`config.mk`:
```
export PLATFORM = sky130hd
export DESIGN_NAME = pito_hart_scheduler
export DESIGN_NICKNAME = d
export VERILOG_FILES = /design/src/rtl/pito_hart_scheduler.sv
export SDC_FILE = /design/constraint.sdc
export NUM_CORES = 1
export LEC_CHECK = 0
export CAP_MARGIN = 0
export CORE_MARGIN = 8
export CORE_UTILIZATION = 49
export DETAILED_ROUTE_END_ITERATION = 6
export PLACE_DENSITY = 0.77
export SLEW_MARGIN = 5
export SYNTH_ARGS = -nofsm -noshare
export SYNTH_HDL_FRONTEND = slang
export SYNTH_SLANG_ARGS = --single-unit
```
`constraint.sdc`:
```
create_clock -name clk -period 3.29 [get_ports clk]
set_input_delay 0.329 -clock clk [delete_from_list [all_inputs] [get_ports clk]]
set_output_delay 0.329 -clock clk [all_outputs]
set_load 0.02 [all_outputs]
```
`src/rtl/pito_hart_scheduler.sv`:
```
// Barrel-hart issue scheduler: per-hart OFF/RUN/HALTED FSMs plus a registered round-robin issue offer.
// Optional per-hart transfer counters (perf_sel/perf_count) when PITO_SCHED_PERF_EN is defined.
module pito_hart_scheduler #(
  parameter int NUM_HARTS = 8,
  parameter int HART_ID_W = $clog2(NUM_HARTS)
) (
  input  logic                 clk,
  input  logic                 rst_n,
  input  logic [NUM_HARTS-1:0] hart_en,
  input  logic [NUM_HARTS-1:0] hart_block,
  input  logic                 halt_req,
  input  logic [HART_ID_W-1:0] halt_hart,
  input  logic                 issue_ready,
`ifdef PITO_SCHED_PERF_EN
  input  logic [HART_ID_W-1:0] perf_sel,
  output logic [31:0]          perf_count,
`endif
  output logic                 issue_valid,
  output logic [HART_ID_W-1:0] issue_hart,
  output logic [NUM_HARTS-1:0] hart_running,
  output logic                 idle
);

  typedef enum logic [1:0] {
    S_OFF    = 2'd0,
    S_RUN    = 2'd1,
    S_HALTED = 2'd2
  } hart_state_e;

  hart_state_e          r_state     [NUM_HARTS];
  hart_state_e          w_state_nxt [NUM_HARTS];
  logic [NUM_HARTS-1:0] w_running;
  logic [NUM_HARTS-1:0] w_elig;

  logic                 r_issue_valid;
  logic [HART_ID_W-1:0] r_issue_hart;
  logic [HART_ID_W-1:0] r_last_issued;
  logic                 w_issue_valid_nxt;
  logic [HART_ID_W-1:0] w_issue_hart_nxt;
  logic [HART_ID_W-1:0] w_last_nxt;
  logic                 w_xfer;
  logic                 w_hold;
  logic [HART_ID_W-1:0] w_base;
  logic [HART_ID_W-1:0] w_idx;
  logic [HART_ID_W-1:0] w_pick;
  logic                 w_found;

  always_ff @(posedge clk or negedge rst_n) begin
    if (!rst_n) begin
      for (int i = 0; i < NUM_HARTS; i++) r_state[i] <= S_OFF;
    end else begin
      for (int i = 0; i < NUM_HARTS; i++) r_state[i] <= w_state_nxt[i];
    end
  end

  // Disable wins over halt; HALTED only leaves through OFF, so re-entry needs an enable low cycle.
  always_comb begin
    for (int i = 0; i < NUM_HARTS; i++) begin
      w_state_nxt[i] = r_state[i];
      case (r_state[i])
        S_OFF: begin
          if (hart_en[i]) w_state_nxt[i] = S_RUN;
        end
        S_RUN: begin
          if (!hart_en[i])                                       w_state_nxt[i] = S_OFF;
          else if (halt_req && (halt_hart == HART_ID_W'(i)))     w_state_nxt[i] = S_HALTED;
        end
        S_HALTED: begin
          if (!hart_en[i]) w_state_nxt[i] = S_OFF;
        end
        default: w_state_nxt[i] = S_OFF;
      endcase
    end
  end

  // A hart leaving RUN this cycle is never offered a fresh slot it could not use.
  always_comb begin
    w_running = '0;
    w_elig    = '0;
    for (int i = 0; i < NUM_HARTS; i++) begin
      w_running[i] = (r_state[i] == S_RUN);
      w_elig[i]    = (r_state[i] == S_RUN) && !hart_block[i] && (w_state_nxt[i] == S_RUN);
    end
  end

  always_comb begin
    w_xfer  = r_issue_valid && issue_ready;
    w_hold  = r_issue_valid && !issue_ready;
    w_base  = w_xfer ? r_issue_hart : r_last_issued;
    w_found = 1'b0;
    w_pick  = r_issue_hart;
    w_idx   = w_base;
    for (int k = 1; k <= NUM_HARTS; k++) begin
      w_idx = w_base + HART_ID_W'(k);
      if (!w_found && w_elig[w_idx]) begin
        w_found = 1'b1;
        w_pick  = w_idx;
      end
    end
  end

  always_comb begin
    w_last_nxt        = w_base;
    w_issue_hart_nxt  = r_issue_hart;
    w_issue_valid_nxt = 1'b0;
    if (w_hold) begin
      w_issue_valid_nxt = (w_state_nxt[r_issue_hart] == S_RUN);
    end else begin
      w_issue_valid_nxt = w_found;
      if (w_found) w_issue_hart_nxt = w_pick;
    end
  end

  always_ff @(posedge clk or negedge rst_n) begin
    if (!rst_n) begin
      r_issue_valid <= 1'b0;
      r_issue_hart  <= '0;
      r_last_issued <= HART_ID_W'(NUM_HARTS - 1);
    end else begin
      r_issue_valid <= w_issue_valid_nxt;
      r_issue_hart  <= w_issue_hart_nxt;
      r_last_issued <= w_last_nxt;
    end
  end

  assign issue_valid  = r_issue_valid;
  assign issue_hart   = r_issue_hart;
  assign hart_running = w_running;
  assign idle         = ~|w_running;

`ifdef PITO_SCHED_PERF_EN
  logic [31:0] r_perf_cnt [NUM_HARTS];

  always_ff @(posedge clk or negedge rst_n) begin
    if (!rst_n) begin
      for (int i = 0; i < NUM_HARTS; i++) r_perf_cnt[i] <= '0;
    end else begin
      for (int i = 0; i < NUM_HARTS; i++) begin
        if ((r_state[i] == S_OFF) && (w_state_nxt[i] == S_RUN))
          r_perf_cnt[i] <= '0;
        else if (w_xfer && (r_issue_hart == HART_ID_W'(i)))
          r_perf_cnt[i] <= r_perf_cnt[i] + 32'd1;
      end
    end
  end

  assign perf_count = r_perf_cnt[perf_sel];
`endif

endmodule

```
==> results.json <==
{
  "worstPathArrival_ps": 3210,
  "synthSimpleGateAreaFrac_pct": 29.2,
  "syn_area_per_cell_um2": 9.39,
  "wirelength_um": 6770,
  "synth_ff_type": "dfrtp_1",
  "syn_nets": 268,
  "peakVddDrop_v": 0.000368,
  "area_growth_pct": 33.7,
  "hold_viol_final": 0,
  "vias": 2246,
  "die_x_um": 84.2,
  "worstPathMaxFanout": 7,
  "hold_depth": 1,
  "crit_start": "halt_hart[1]",
  "cp-end-kind": "register",
  "dr.pass1.iters": 5,
  "drt_iter0_markers": 189,
  "final_common_cell": "buf_4",
  "critPathLaunchType": "primary input",
  "core_mm2": 0.00460,
  "grt.overflow.total": 0,
  "die-area_mm2": 0.00710,
  "cts_buffers": 3,
  "max_freq_ghz": 0.327,
  "clk_pin_slew_ps": 90,
  "period_minus_slack_ps": 3050,
  "synth_top_area_share_pct": 21.9,
  "start_util_pct": 49.6,
  "finClkSkew_ps": 4.26,
  "min_from": "r_state[1]$_DFF_PN0_",
  "p_leak_nw": 1.30,
  "post-route-drc-count": 0,
  "syn_area_mm2": 0.00228,
  "worstReg2RegStart": "issue_valid$_DFF_PN0_",
  "max_slew_margin_pct": 30.0,
  "async_flop_share_pct": 100,
  "finalSetupViolCount": 0,
  "ys_ff_latch": 23,
  "hp-class": "reg -> reg",
  "cts_tree": "done",
  "muxShareOfSynthArea_pct": 16.0,
  "maxSlewViolCount": 0,
  "hold_buffers": 0,
  "netlist_instances": 243,
  "synth_compound_area_share_pct": 23.3,
  "synth_top_family_by_area": "simple AND/OR/NAND/NOR gates",
  "wire_per_inst_um": 18.3,
  "clockBufferDepth": 2,
  "fin_ws_ps": 236,
  "crit_required_ps": 3450,
  "dp.cells": 365,
  "grt_pass1_vias": 2337,
  "io_pins": 36,
  "synth-adder-area-share_pct": 1.10,
  "rows": 25,
  "pre_cts_ws_ps": -171,
  "place_hpwl_um": 5450,
  "ant_nets": 0,
  "synth-edff-count": 0,
  "synthTopCellsByArea": "dfrtp_1 (22%), mux4_2 (4.9%), a21oi_1 (4.8%), mux2i_1 (4.4%), nor2b_1 (4.1%)",
  "antenna_found_initial": 0,
  "cts.sinks": 23,
  "powerDensity_mw_per_mm2": 904,
  "fin_nets": 341,
  "via_per_inst": 6.09,
  "max_cap_violations": 0,
  "synth.distinct_cells": 83,
  "antennaDiodeCount": 0,
  "rsz0062_at_grt": "false",
  "h-tree-depth": 1,
  "grt_max_degree": 24,
  "drive_gt1_share_pct": 28.3,
  "layout_common_cells": "buf_4 (38), clkdlybuf4s50_1 (34), a21oi_1 (21)",
  "layout.cells.non_filler": 369,
  "yosysTopAreaCell": "dfrtp_1",
  "die_h_um": 84.2,
  "outcome": "finished, final reports clean",
  "synth_xor_area_share_pct": 1.86,
  "tightestPinTransition_ps": 1050,
  "synth_warnings": 0,
  "synth_seq_area_share_pct": 25.4,
  "track_usage_pct": 19.2,
  "root_buffer": "clkbuf_8",
  "routabilityCongestion": 1.02,
  "worstRegToRegCells": 10,
  "fin_crit_sh_pct": 92.8,
  "numPortBuffers": 35,
  "worst_skew_pair.late_latency_ps": 270,
  "grt_pass1_wl_um": 11300,
  "path_class": "in -> reg"
}
==> worst max-delay path, cell delays in order <==
cell,delay (ps)
clkdlybuf4s50_1,580
and4bb_2,280
nor4_1,340
buf_4,180
a21o_1,170
o21ai_0,140
o221ai_1,260
nand4_1,180
or3_1,420
a211oi_2,230
o31ai_2,90
==> metrics by stage <==
step	hold WS (ps)	power [mW]	util, %	TNS, ps	instance area (um^2)
global placement	487	2.40	64.3	-93.0	2960
detailed placement	489	2.43	64.3	-214	2960
finish	510	2.76	66.3	0	3050
floorplan	33.4	1.78	-	0	2290
global route	529	2.94	66.3	0	3050
CTS	507	2.63	65.3	0	3000
==> path summary, 6_finish.rpt <==
check | endpoint | slack, ps
worst min-delay path | r_state[0]$_DFF_PN0_ | 510
worst max register to register | issue_hart[2]$_DFFE_PN0P_ | 270
worst min register to register | r_state[0]$_DFF_PN0_ | 510
min in group asynchronous | r_state[4]$_DFF_PN0_ | 620
max in group asynchronous | issue_hart[1]$_DFFE_PN0P_ | 2040
worst max-delay path | issue_hart[2]$_DFFE_PN0P_ | 240
==> area by class of cell <==
class / instances / area [um^2]
Multi-Input combinational cell: 206 / 1680
Fill cell: 371 / 1550
Timing Repair Buffer: 73 / 638
Sequential cell: 23 / 579
Tap cell: 54 / 67.6
Clock buffer: 3 / 41.3
Inverter: 9 / 38.8
Clock inverter: 1 / 5.00
==> sequential cells by signal, summed over array words and instances (netlist names) <==
signal	cells
issue_hart	3
r_state	16
issue_valid	1
r_last_issued	3
==> layer usage <==
metal,global-route usage [%],part of all wire (%),vias up
met1,23.1,44,1062
met2,32.8,48,76
met4,7.54,3.0,0
met5,0,0,-
met3,3.68,5.3,23
li1,-,-,1085
==> report_power, final <==
group | internal, mW | switching, mW | total, mW
clock | 0.0849 | 0.101 | 0.186
combinational | 1.03 | 1.13 | 2.16
sequential | 0.350 | 0.0605 | 0.410
==> cells in the mapped netlist (2+ instances only) <==
library cell   n
and4_1         2
and3_2         2
nand4bb_1      2
o22a_1         2
o211ai_1       2
mux2i_1       10
xnor2_1        3
nand3_1        5
o21a_1         2
o221ai_1       2
mux2_4         3
mux2_2         3
inv_2          2
nor2_1        11
o2111ai_1      2
o31ai_1        5
nand2_1       17
nand4_1        4
and3_4         2
nor2b_1       15
nand2b_1      11
dfrtp_1       20
nor4_1         3
buf_2          2
o21ai_0        6
inv_1          6
nor3b_1        3
mux4_2         5
and2_1         4
ha_1           2
dfstp_2        3
nand4b_1       2
a211oi_1       3
a21o_1         4
a21oi_1       22
or3_1          2
and4bb_1       2
a32oi_1        2
==> logic make-up after synthesis <==
family	Yosys count
adders and majority gates	2
DFF	23
muxes	25
AOI/OAI and AO/OA	73
and+or+nand+nor	102
xor gates and xnor gates	4
buffers and inverters	14
==> what timing repair did <==
item                                    in CTS  in global routing
resized for setup                            0                  7
endpoints found under the setup margin       0                  2
buffers inserted                             0                  0
Power figures use the tool's default switching activity.
